--- src/rtl/mem_stage_if.sv ---
// mem_stage_if: groups the MEM-stage pipeline handshake and bus signals.
//   slave  modport: used by mem_stage (consumes EXE bus and SRAM data,
//                   produces WB bundle, forward bus and status).
//   master modport: used by the surrounding pipeline / testbench.
interface mem_stage_if #(
  parameter int ES_TO_MS_BUS_WD = 160,
  parameter int MS_TO_WS_BUS_WD = 120,
  parameter int FW_BUS_WD       = 39
);
  logic                       ws_allowin;
  logic                       ms_allowin;
  logic                       es_to_ms_valid;
  logic [ES_TO_MS_BUS_WD-1:0] es_to_ms_bus;
  logic                       ms_to_ws_valid;
  logic [MS_TO_WS_BUS_WD-1:0] ms_to_ws_bus;
  logic [FW_BUS_WD-1:0]       ms_to_ds_fw_bus;
  logic                       out_ms_valid;
  logic                       ms_excp_valid;
  logic                       ws_flush;
  logic [31:0]                data_sram_rdata;

  modport slave (
    input  ws_allowin, es_to_ms_valid, es_to_ms_bus, ws_flush, data_sram_rdata,
    output ms_allowin, ms_to_ws_valid, ms_to_ws_bus, ms_to_ds_fw_bus,
           out_ms_valid, ms_excp_valid
  );

  modport master (
    output ws_allowin, es_to_ms_valid, es_to_ms_bus, ws_flush, data_sram_rdata,
    input  ms_allowin, ms_to_ws_valid, ms_to_ws_bus, ms_to_ds_fw_bus,
           out_ms_valid, ms_excp_valid
  );
endinterface

--- src/rtl/mem_stage.sv ---
// mem_stage: fourth pipeline stage. Latches the EXE-to-MEM bundle, aligns
// load data from the synchronous data SRAM, forwards results to decode and
// hands the bundle to WB with a valid/allowin handshake.
// Ports:
//   clk    - clock, all state updates on the rising edge
//   reset  - asynchronous active-high reset
//   ms     - mem_stage_if.slave: EXE bus in, SRAM read data in, WB bundle
//            out, decode forward bus out, flush in, status out
module mem_stage #(
  parameter int ES_TO_MS_BUS_WD = 160,
  parameter int MS_TO_WS_BUS_WD = 120,
  parameter int FW_BUS_WD       = 39
) (
  input  logic        clk,
  input  logic        reset,
  mem_stage_if.slave  ms
);

  logic                       ms_valid;
  logic [ES_TO_MS_BUS_WD-1:0] bus_r;
  logic                       first_cycle;
  logic [31:0]                rdata_buf;
  logic                       buf_valid;

  logic ms_ready_go;
  logic accept;

  assign ms_ready_go    = 1'b1;
  assign ms.ms_allowin  = !ms_valid || (ms_ready_go && ms.ws_allowin);
  assign ms.ms_to_ws_valid = ms_valid && ms_ready_go;
  assign ms.out_ms_valid   = ms_valid;
  assign accept = ms.es_to_ms_valid && ms.ms_allowin && !ms.ws_flush;

  // Latched bus fields
  logic        eret, mfc0, excp_valid;
  logic [31:0] rt_value;
  logic        op_wl, op_wr, op_w, op_bu, op_b, op_hu, op_h;
  logic        res_from_mem, gr_we;
  logic [4:0]  dest;
  logic [31:0] result, pc;

  assign eret         = bus_r[118];
  assign mfc0         = bus_r[116];
  assign excp_valid   = bus_r[115];
  assign rt_value     = bus_r[109:78];
  assign op_wl        = bus_r[77];
  assign op_wr        = bus_r[76];
  assign op_w         = bus_r[75];
  assign op_bu        = bus_r[74];
  assign op_b         = bus_r[73];
  assign op_hu        = bus_r[72];
  assign op_h         = bus_r[71];
  assign res_from_mem = bus_r[70];
  assign gr_we        = bus_r[69];
  assign dest         = bus_r[68:64];
  assign result       = bus_r[63:32];
  assign pc           = bus_r[31:0];

  always_ff @(posedge clk or posedge reset) begin
    if (reset) begin
      ms_valid    <= 1'b0;
      bus_r       <= '0;
      first_cycle <= 1'b0;
      rdata_buf   <= '0;
      buf_valid   <= 1'b0;
    end else begin
      if (ms.ws_flush) begin
        ms_valid <= 1'b0;
      end else if (ms.ms_allowin) begin
        ms_valid <= ms.es_to_ms_valid;
      end

      if (accept) begin
        bus_r       <= ms.es_to_ms_bus;
        first_cycle <= 1'b1;
        buf_valid   <= 1'b0;
      end else begin
        first_cycle <= 1'b0;
        if (ms.ws_flush) begin
          buf_valid <= 1'b0;
        end else if (ms_valid && first_cycle && !ms.ws_allowin) begin
          // SRAM data is only valid in the entry cycle; keep it for the stall.
          rdata_buf <= ms.data_sram_rdata;
          buf_valid <= 1'b1;
        end
      end
    end
  end

  logic [31:0] rdata;
  logic [1:0]  k;
  logic [7:0]  byte_sel;
  logic [15:0] half_sel;
  logic [31:0] load_val;
  logic [31:0] final_result;

  assign rdata = buf_valid ? rdata_buf : ms.data_sram_rdata;
  assign k     = result[1:0];

  always_comb begin
    byte_sel = rdata[7:0];
    case (k)
      2'd0: byte_sel = rdata[7:0];
      2'd1: byte_sel = rdata[15:8];
      2'd2: byte_sel = rdata[23:16];
      2'd3: byte_sel = rdata[31:24];
      default: byte_sel = rdata[7:0];
    endcase
    half_sel = k[1] ? rdata[31:16] : rdata[15:0];

    load_val = rdata;
    if (op_b) begin
      load_val = {{24{byte_sel[7]}}, byte_sel};
    end else if (op_bu) begin
      load_val = {24'h0, byte_sel};
    end else if (op_h) begin
      load_val = {{16{half_sel[15]}}, half_sel};
    end else if (op_hu) begin
      load_val = {16'h0, half_sel};
    end else if (op_wl) begin
      case (k)
        2'd0: load_val = {rdata[7:0],  rt_value[23:0]};
        2'd1: load_val = {rdata[15:0], rt_value[15:0]};
        2'd2: load_val = {rdata[23:0], rt_value[7:0]};
        default: load_val = rdata;
      endcase
    end else if (op_wr) begin
      case (k)
        2'd1: load_val = {rt_value[31:24], rdata[31:8]};
        2'd2: load_val = {rt_value[31:16], rdata[31:16]};
        2'd3: load_val = {rt_value[31:8],  rdata[31:24]};
        default: load_val = rdata;
      endcase
    end else if (op_w) begin
      load_val = rdata;
    end
  end

  assign final_result = res_from_mem ? load_val : result;

  logic gr_we_out;
  assign gr_we_out = gr_we && !excp_valid;

  // bus_r[159:110] (bvaddr .. execode) passes straight through to WB.
  assign ms.ms_to_ws_bus = {bus_r[159:110], gr_we_out, dest, final_result, pc};

  assign ms.ms_excp_valid = ms_valid && (excp_valid || eret);

  assign ms.ms_to_ds_fw_bus = {ms_valid && mfc0, ms_valid && gr_we_out, dest,
                               final_result};

endmodule

--- src/flat_wrapper.sv ---
// flat-port wrapper written by rule: the top's interface ports become plain ports
module mem_stage_flat 
#(
  parameter int ES_TO_MS_BUS_WD = 160,
  parameter int MS_TO_WS_BUS_WD = 120,
  parameter int FW_BUS_WD       = 39
)
  (clk, reset, ms_ws_allowin, ms_es_to_ms_valid, ms_es_to_ms_bus, ms_ws_flush, ms_data_sram_rdata, ms_ms_allowin, ms_ms_to_ws_valid, ms_ms_to_ws_bus, ms_ms_to_ds_fw_bus, ms_out_ms_valid, ms_ms_excp_valid);
  mem_stage_if #(.ES_TO_MS_BUS_WD(ES_TO_MS_BUS_WD), .MS_TO_WS_BUS_WD(MS_TO_WS_BUS_WD), .FW_BUS_WD(FW_BUS_WD)) ms_i ();
  input  logic clk;
  input  logic reset;
  input wire logic [$bits(ms_i.ws_allowin)-1:0] ms_ws_allowin;
  input wire logic [$bits(ms_i.es_to_ms_valid)-1:0] ms_es_to_ms_valid;
  input wire logic [$bits(ms_i.es_to_ms_bus)-1:0] ms_es_to_ms_bus;
  input wire logic [$bits(ms_i.ws_flush)-1:0] ms_ws_flush;
  input wire logic [$bits(ms_i.data_sram_rdata)-1:0] ms_data_sram_rdata;
  output wire logic [$bits(ms_i.ms_allowin)-1:0] ms_ms_allowin;
  output wire logic [$bits(ms_i.ms_to_ws_valid)-1:0] ms_ms_to_ws_valid;
  output wire logic [$bits(ms_i.ms_to_ws_bus)-1:0] ms_ms_to_ws_bus;
  output wire logic [$bits(ms_i.ms_to_ds_fw_bus)-1:0] ms_ms_to_ds_fw_bus;
  output wire logic [$bits(ms_i.out_ms_valid)-1:0] ms_out_ms_valid;
  output wire logic [$bits(ms_i.ms_excp_valid)-1:0] ms_ms_excp_valid;
  assign ms_i.ws_allowin = ms_ws_allowin;
  assign ms_i.es_to_ms_valid = ms_es_to_ms_valid;
  assign ms_i.es_to_ms_bus = ms_es_to_ms_bus;
  assign ms_i.ws_flush = ms_ws_flush;
  assign ms_i.data_sram_rdata = ms_data_sram_rdata;
  assign ms_ms_allowin = ms_i.ms_allowin;
  assign ms_ms_to_ws_valid = ms_i.ms_to_ws_valid;
  assign ms_ms_to_ws_bus = ms_i.ms_to_ws_bus;
  assign ms_ms_to_ds_fw_bus = ms_i.ms_to_ds_fw_bus;
  assign ms_out_ms_valid = ms_i.out_ms_valid;
  assign ms_ms_excp_valid = ms_i.ms_excp_valid;
  mem_stage #(.ES_TO_MS_BUS_WD(ES_TO_MS_BUS_WD), .MS_TO_WS_BUS_WD(MS_TO_WS_BUS_WD), .FW_BUS_WD(FW_BUS_WD)) u_core (.clk(clk), .reset(reset), .ms(ms_i));
endmodule
--- config.mk ---
export PLATFORM = sky130hd
export DESIGN_NAME = mem_stage_flat
export DESIGN_NICKNAME = d
export VERILOG_FILES = /design/src/rtl/mem_stage_if.sv /design/src/rtl/mem_stage.sv /design/src/flat_wrapper.sv
export SDC_FILE = /design/constraint.sdc
export NUM_CORES = 1
export LEC_CHECK = 0
export ABC_AREA = 0
export BUFFER_PORTS_ARGS = -buffer_cell sky130_fd_sc_hd__buf_2
export CAP_MARGIN = 20
export CORE_MARGIN = 4
export CORE_UTILIZATION = 52
export CTS_CLUSTER_DIAMETER = 80
export DETAILED_ROUTE_END_ITERATION = 8
export GPL_TIMING_DRIVEN = 0
export PLACE_DENSITY = 0.86
export SYNTH_ARGS = -nofsm -noshare
export SYNTH_HDL_FRONTEND = slang
export SYNTH_SLANG_ARGS = --single-unit
--- constraint.sdc ---
create_clock -name clk -period 8.2 [get_ports clk]
set_input_delay 0.82 -clock clk [delete_from_list [all_inputs] [get_ports clk]]
set_output_delay 0.82 -clock clk [all_outputs]
set_load 0.05 [all_outputs]
# Word level (Yosys, flattened, before mapping)
# Index checks and enable logic that the tools add are counted.
[op_classes]
mux = 18
n_bitwise = 2
reduce_logical = 18
eq_ne = 3
[ops]
columns = ["cell", "n"]
rows = [
  ["$mux 32", 8],
  ["$pmux 32 s3", 2],
  ["$pmux 8 s4", 1],
  ["$mux 16", 1],
  ["$logic_and 1x1->1", 8],
  ["$mux 1", 6],
  ["$eq 2x2->1 const B", 2],
  ["$logic_not 1->1", 4],
  ["$reduce_and 3->1", 1],
  ["$reduce_bool 3->1", 1],
  ["$eq 2x1->1 const B", 1],
  ["$logic_not 2->1", 1],
  ["$logic_or 1x1->1", 2],
  ["$not 1->1", 2],
  ["$reduce_bool 2->1", 1],
]
[word_totals]
out_inout_bits = 163
regBits = 195
wordCells = 46

# Logic depth before layout (Yosys ltp)
[logic_depth]
depth_word = 9
depth_mapped = 9

# Worst setup path before layout
# OpenSTA, ideal clock, no wires.
[synth_timing]
kind = "in2out"
start = "input port ms_data_sram_rdata[15]"
end = "output port ms_ms_to_ws_bus[55]"
arrival_ps = 2875
path_stages = 7
slack_ps = 4505
n_path_buf = 2
path_cell_list = "mux2_2 -> o22ai_1 -> a311oi_2 -> a21oi_2 -> buf_4 -> a21oi_1 -> buf_4"
[synth_between]
elab_chain_len = 8
elab_cells_between_ends = 10
[synth_rtl]
columns = ["item", "line", "source"]
rows = [
  ["start: declaration", "flat_wrapper.sv:16", "input wire logic [$bits(ms_i.data_sram_rdata)-1:0] ms_data_sram_rdata;"],
  ["$mux 32 *", "mem_stage.sv:97", "assign rdata = buf_valid ? rdata_buf : ms.data_sram_rdata;"],
  ["$pmux 32 s3", "mem_stage.sv:121", "case (k)"],
  ["$mux 32", "mem_stage.sv:120", "end else if (op_wl) begin"],
  ["$mux 32", "mem_stage.sv:118", "end else if (op_hu) begin"],
  ["$mux 32", "mem_stage.sv:116", "end else if (op_h) begin"],
  ["$mux 32", "mem_stage.sv:114", "end else if (op_bu) begin"],
  ["$mux 32 *", "mem_stage.sv:112", "if (op_b) begin"],
  ["$mux 32 *", "mem_stage.sv:139", "assign final_result = res_from_mem ? load_val : result;"],
  ["end: declaration", "flat_wrapper.sv:19", "output wire logic [$bits(ms_i.ms_to_ws_bus)-1:0] ms_ms_to_ws_bus;"],
]
# Mark *: on every way between the ends. The rest lies on a longest branch, timed or not.

# Worst setup path after layout
[layout_timing]
start = "register u_core.bus_r[76]"
end = "output port ms_ms_to_ws_bus[46]"
[layout_between]
elab_chain_len = 7
[layout_rtl]
columns = ["item", "line", "source"]
rows = [
  ["start: declaration", "mem_stage.sv:20", "logic [ES_TO_MS_BUS_WD-1:0] bus_r;"],
  ["start signal: assignment", "mem_stage.sv:74", "bus_r <= ms.es_to_ms_bus;"],
  ["$mux 32", "mem_stage.sv:127", "end else if (op_wr) begin"],
  ["$mux 32", "mem_stage.sv:120", ""],
  ["$mux 32", "mem_stage.sv:118", ""],
  ["$mux 32", "mem_stage.sv:116", ""],
  ["$mux 32", "mem_stage.sv:114", ""],
  ["$mux 32", "mem_stage.sv:112", ""],
  ["$mux 32", "mem_stage.sv:139", ""],
]
# Every way passes these cells.

==> run summary <==
Outcome = finished clean
Worst Setup End Kind = output port
WL/cell = 23.01 um
Vias in the first global route = 9838
Critical path arrival = 3.49 ns
Sw frac = 44.80%
Io pins = 360
Area contributors post-synth = dfrtp_1 (44%), mux2_2 (21%), buf_4 (8.9%), mux2i_1 (2.8%), nor2_1 (2.6%)
Post-synthesis cell count = 1006
Power share of the clock group = 22.7%
Largest net degree at the start of global routing = 115
Internal = 0.002107 W
Final min period = 4.307 ns
Synth top cells by count = mux2_2 (210), dfrtp_1 (194), buf_4 (131)
Initial antenna violation count = 5
Placer Congestion = 1.046
Most common cell in the synthesized netlist = mux2_2
DRC = 0
Mapped cell area = 11090 sq um
Post-layout util = 66.00%
Main flop type after synthesis = dfrtp_1
Post-synthesis sequential area ratio = 43.78%
CP bufs+invs = 4
Largest area contributor in the netlist = dfrtp_1
Top Family by Delay on Critical Path = compound AO/OA/AOI/OAI gates
Core ar. = 21020 sq um
Yosys Warn Count = 0
VDD IR max = 0.1568 mV
Slew @ Worst Pin = 1.029 ns
RSZ-0062 raised after global routing = no
Area Growth Syn to Fin = 25.12%
Initial core utilization = 52.75%
WL final = 38.49 mm
Logic pwr share = 44.9%
Avg Synthesized Cell Area = 11.02 sq um
Clock sink count = 194
Total track usage = 31.79%
Type of origin of the critical path = register
Final period util = 52.53%
Clock Latency Late Sink = 0.46 ns
Clock skew = 0.01312 ns
Maxcap violations = 0
Chip width = 154.0 um
Antenna-violating nets left = 0
Post-CTS Setup Inserts = 0
Hold buffers post-CTS = 0
Net Count, Synth = 1203
Post-synth EDFFs = 0
Die height = 154.0 um
P_leak = 6.508 nW
Power per Cell Area = 275.1 nW/um^2
Max-slew headroom = 29.42%
CTS Buf Count = 17
I/O Buffers = 358
Slew Limit Fails = 0
Site Rows = 53
H-tree levels = 4
Clock transition at path regs = 0.09 ns
Setup CP Type = reg2out
Layout filler cell count = 1622
# resized after CTS = 0
GR Overflow Total = 0
Final count of negative-setup-slack endpoints = 0
Worst-path maximum fanout = 10
Longest Clk Path Bufs = 2
CTS tree = built
Iter 0 DRT Violations = 769
Hold Path Class = reg2reg
Final hold viol count = 0
Root Driver = clkbuf_16
Detailed placer's ending HPWL = 30.48 mm
DR vias = 9564
Worst path max stage delay = 0.82 ns
First-pass GRT wire length = 57.66 mm
Setup TNS = 0 ns
Sw Pwr = 0.001710 W
Post-synth top area share = 43.78%
Worst R2R Setup Slack = 5.44 ns
Ys async rst share = 100.0%
Seq pwr share = 32.4%
DIE AREA = 23720 sq um
Req. time, crit path = 7.38 ns
Fmax = 232.2 MHz
Nets = 1581
CP Cell Sequence = clkbuf_1 > nand2_1 > clkbuf_1 > o22ai_1 > a2111oi_0 > nor2_1 > o22ai_1 > buf_4 > buf_2
Seq cells post-synth = 194
Initial DRT Pass Iterations = 6
CP max-delay cell = a2111oi_0
Vias per Instance = 5.717
Layout cells sized above 1 = 55.83%
Cell variety after synth = 46
-- state kept, by name (all words and copies together) (netlist names) --
name,flops
u_core.rdata_buf,32
u_core.ms.ms_to_ws_valid,1
u_core.first_cycle,1
u_core.buf_valid,1
u_core.bus_r,159
-- per-layer routing --
| metal | GRT usage [%] | up-vias | share of wire, % |
|---|---|---|---|
| met3 | 9.935 | 114 | 9.2 |
| li1 | - | 4267 | - |
| met1 | 36.66 | 4665 | 36 |
| met5 | 0 | - | 0.10 |
| met4 | 14.00 | 6 | 5.1 |
| met2 | 54.41 | 512 | 49 |
-- power groups by stage --
stage               Sequential (W)  Clock [W]  Combinational (W)
floorplan                  0.00121          0            0.00131
global placement           0.00124          0            0.00167
detailed placement         0.00125          0            0.00170
CTS                        0.00124   0.000871            0.00171
global route               0.00125   0.000916            0.00179
finish                     0.00124   0.000866            0.00171
-- through the flow --
step	hold slack (ns)	setup WS [ns]	std cells	area [sq um]	power [W]
2_1_floorplan	0.4727	2.096	1006	11090	0.002515
6_report	0.5075	3.893	1673	13870	0.003817
4_1_cts	0.5097	4.005	1672	13870	0.003813
5_1_grt	0.5196	3.844	1673	13870	0.003963
3_3_place_gp	0.4828	-0.02176	1639	13220	0.002913
3_5_place_dp	0.4917	4.318	1640	13260	0.002955
-- path summary, 6_finish.rpt --
| path | from | endpoint | depth (start not counted) |
|---|---|---|---|
| worst max register to register | u_core.ms.ms_to_ws_valid$_DFFE_PP0P_ | u_core.bus_r[78]$_DFFE_PP0P_ | 7 |
| max in group asynchronous | reset | u_core.bus_r[49]$_DFFE_PP0P_ | 3 |
| worst min-delay path | u_core.bus_r[69]$_DFFE_PP0P_ | u_core.bus_r[69]$_DFFE_PP0P_ | 1 |
| worst min register to register | u_core.bus_r[69]$_DFFE_PP0P_ | u_core.bus_r[69]$_DFFE_PP0P_ | 1 |
| min in group asynchronous | reset | u_core.bus_r[143]$_DFFE_PP0P_ | 2 |
| worst max-delay path | u_core.bus_r[76]$_DFFE_PP0P_ | ms_ms_to_ws_bus[46] | 9 |
-- final cells by class --
cell class / instances / area (sq um) / area share, %
clock inverter: 14 / 182.7 / 1.317
sequential: 194 / 4855 / 34.99
buffer: 193 / 1304 / 9.398
inverter: 12 / 52.55 / 0.3788
antenna: 1 / 2.502 / 0.01804
timing repair buffer: 359 / 1819 / 13.11
multi-input combinational: 607 / 4885 / 35.21
clock buffer: 18 / 429.2 / 3.093
tap: 275 / 344.1 / 2.480
-- layout by cell type, fill, tap and decap left out, drive strengths merged --
master     n
a2111o     7
a2111oi    4
a211oi     7
a21oi     52
a221o      2
a221oi     8
a311oi     2
and2       3
and3       1
buf      525
clkbuf    45
clkinv     7
dfrtp    194
diode      1
inv       19
mux2     213
mux2i     31
mux4       7
nand2     40
nand2b     2
nand3      9
nand3b     1
nor2      77
nor2b      6
nor3       6
nor3b      1
o211a      7
o211ai     1
o21a       3
o21ai     56
o21bai     1
o221ai    16
o22ai     30
o2bb2ai    1
o32ai      1
o41ai      9
or2        2
or4        1
-- logic make-up (layout without fill, tap and decap cells) --
kind of cell    Yosys count  in the layout  synth area share [%]
mux                     251            251                 25.95
compound gates          207            207                 12.37
buf+inv                 205            596                 12.16
flops                   194            194                 43.78
simple gates            149            149                 5.732
other cells               0              1                     0
Power figures use the tool's default switching activity.
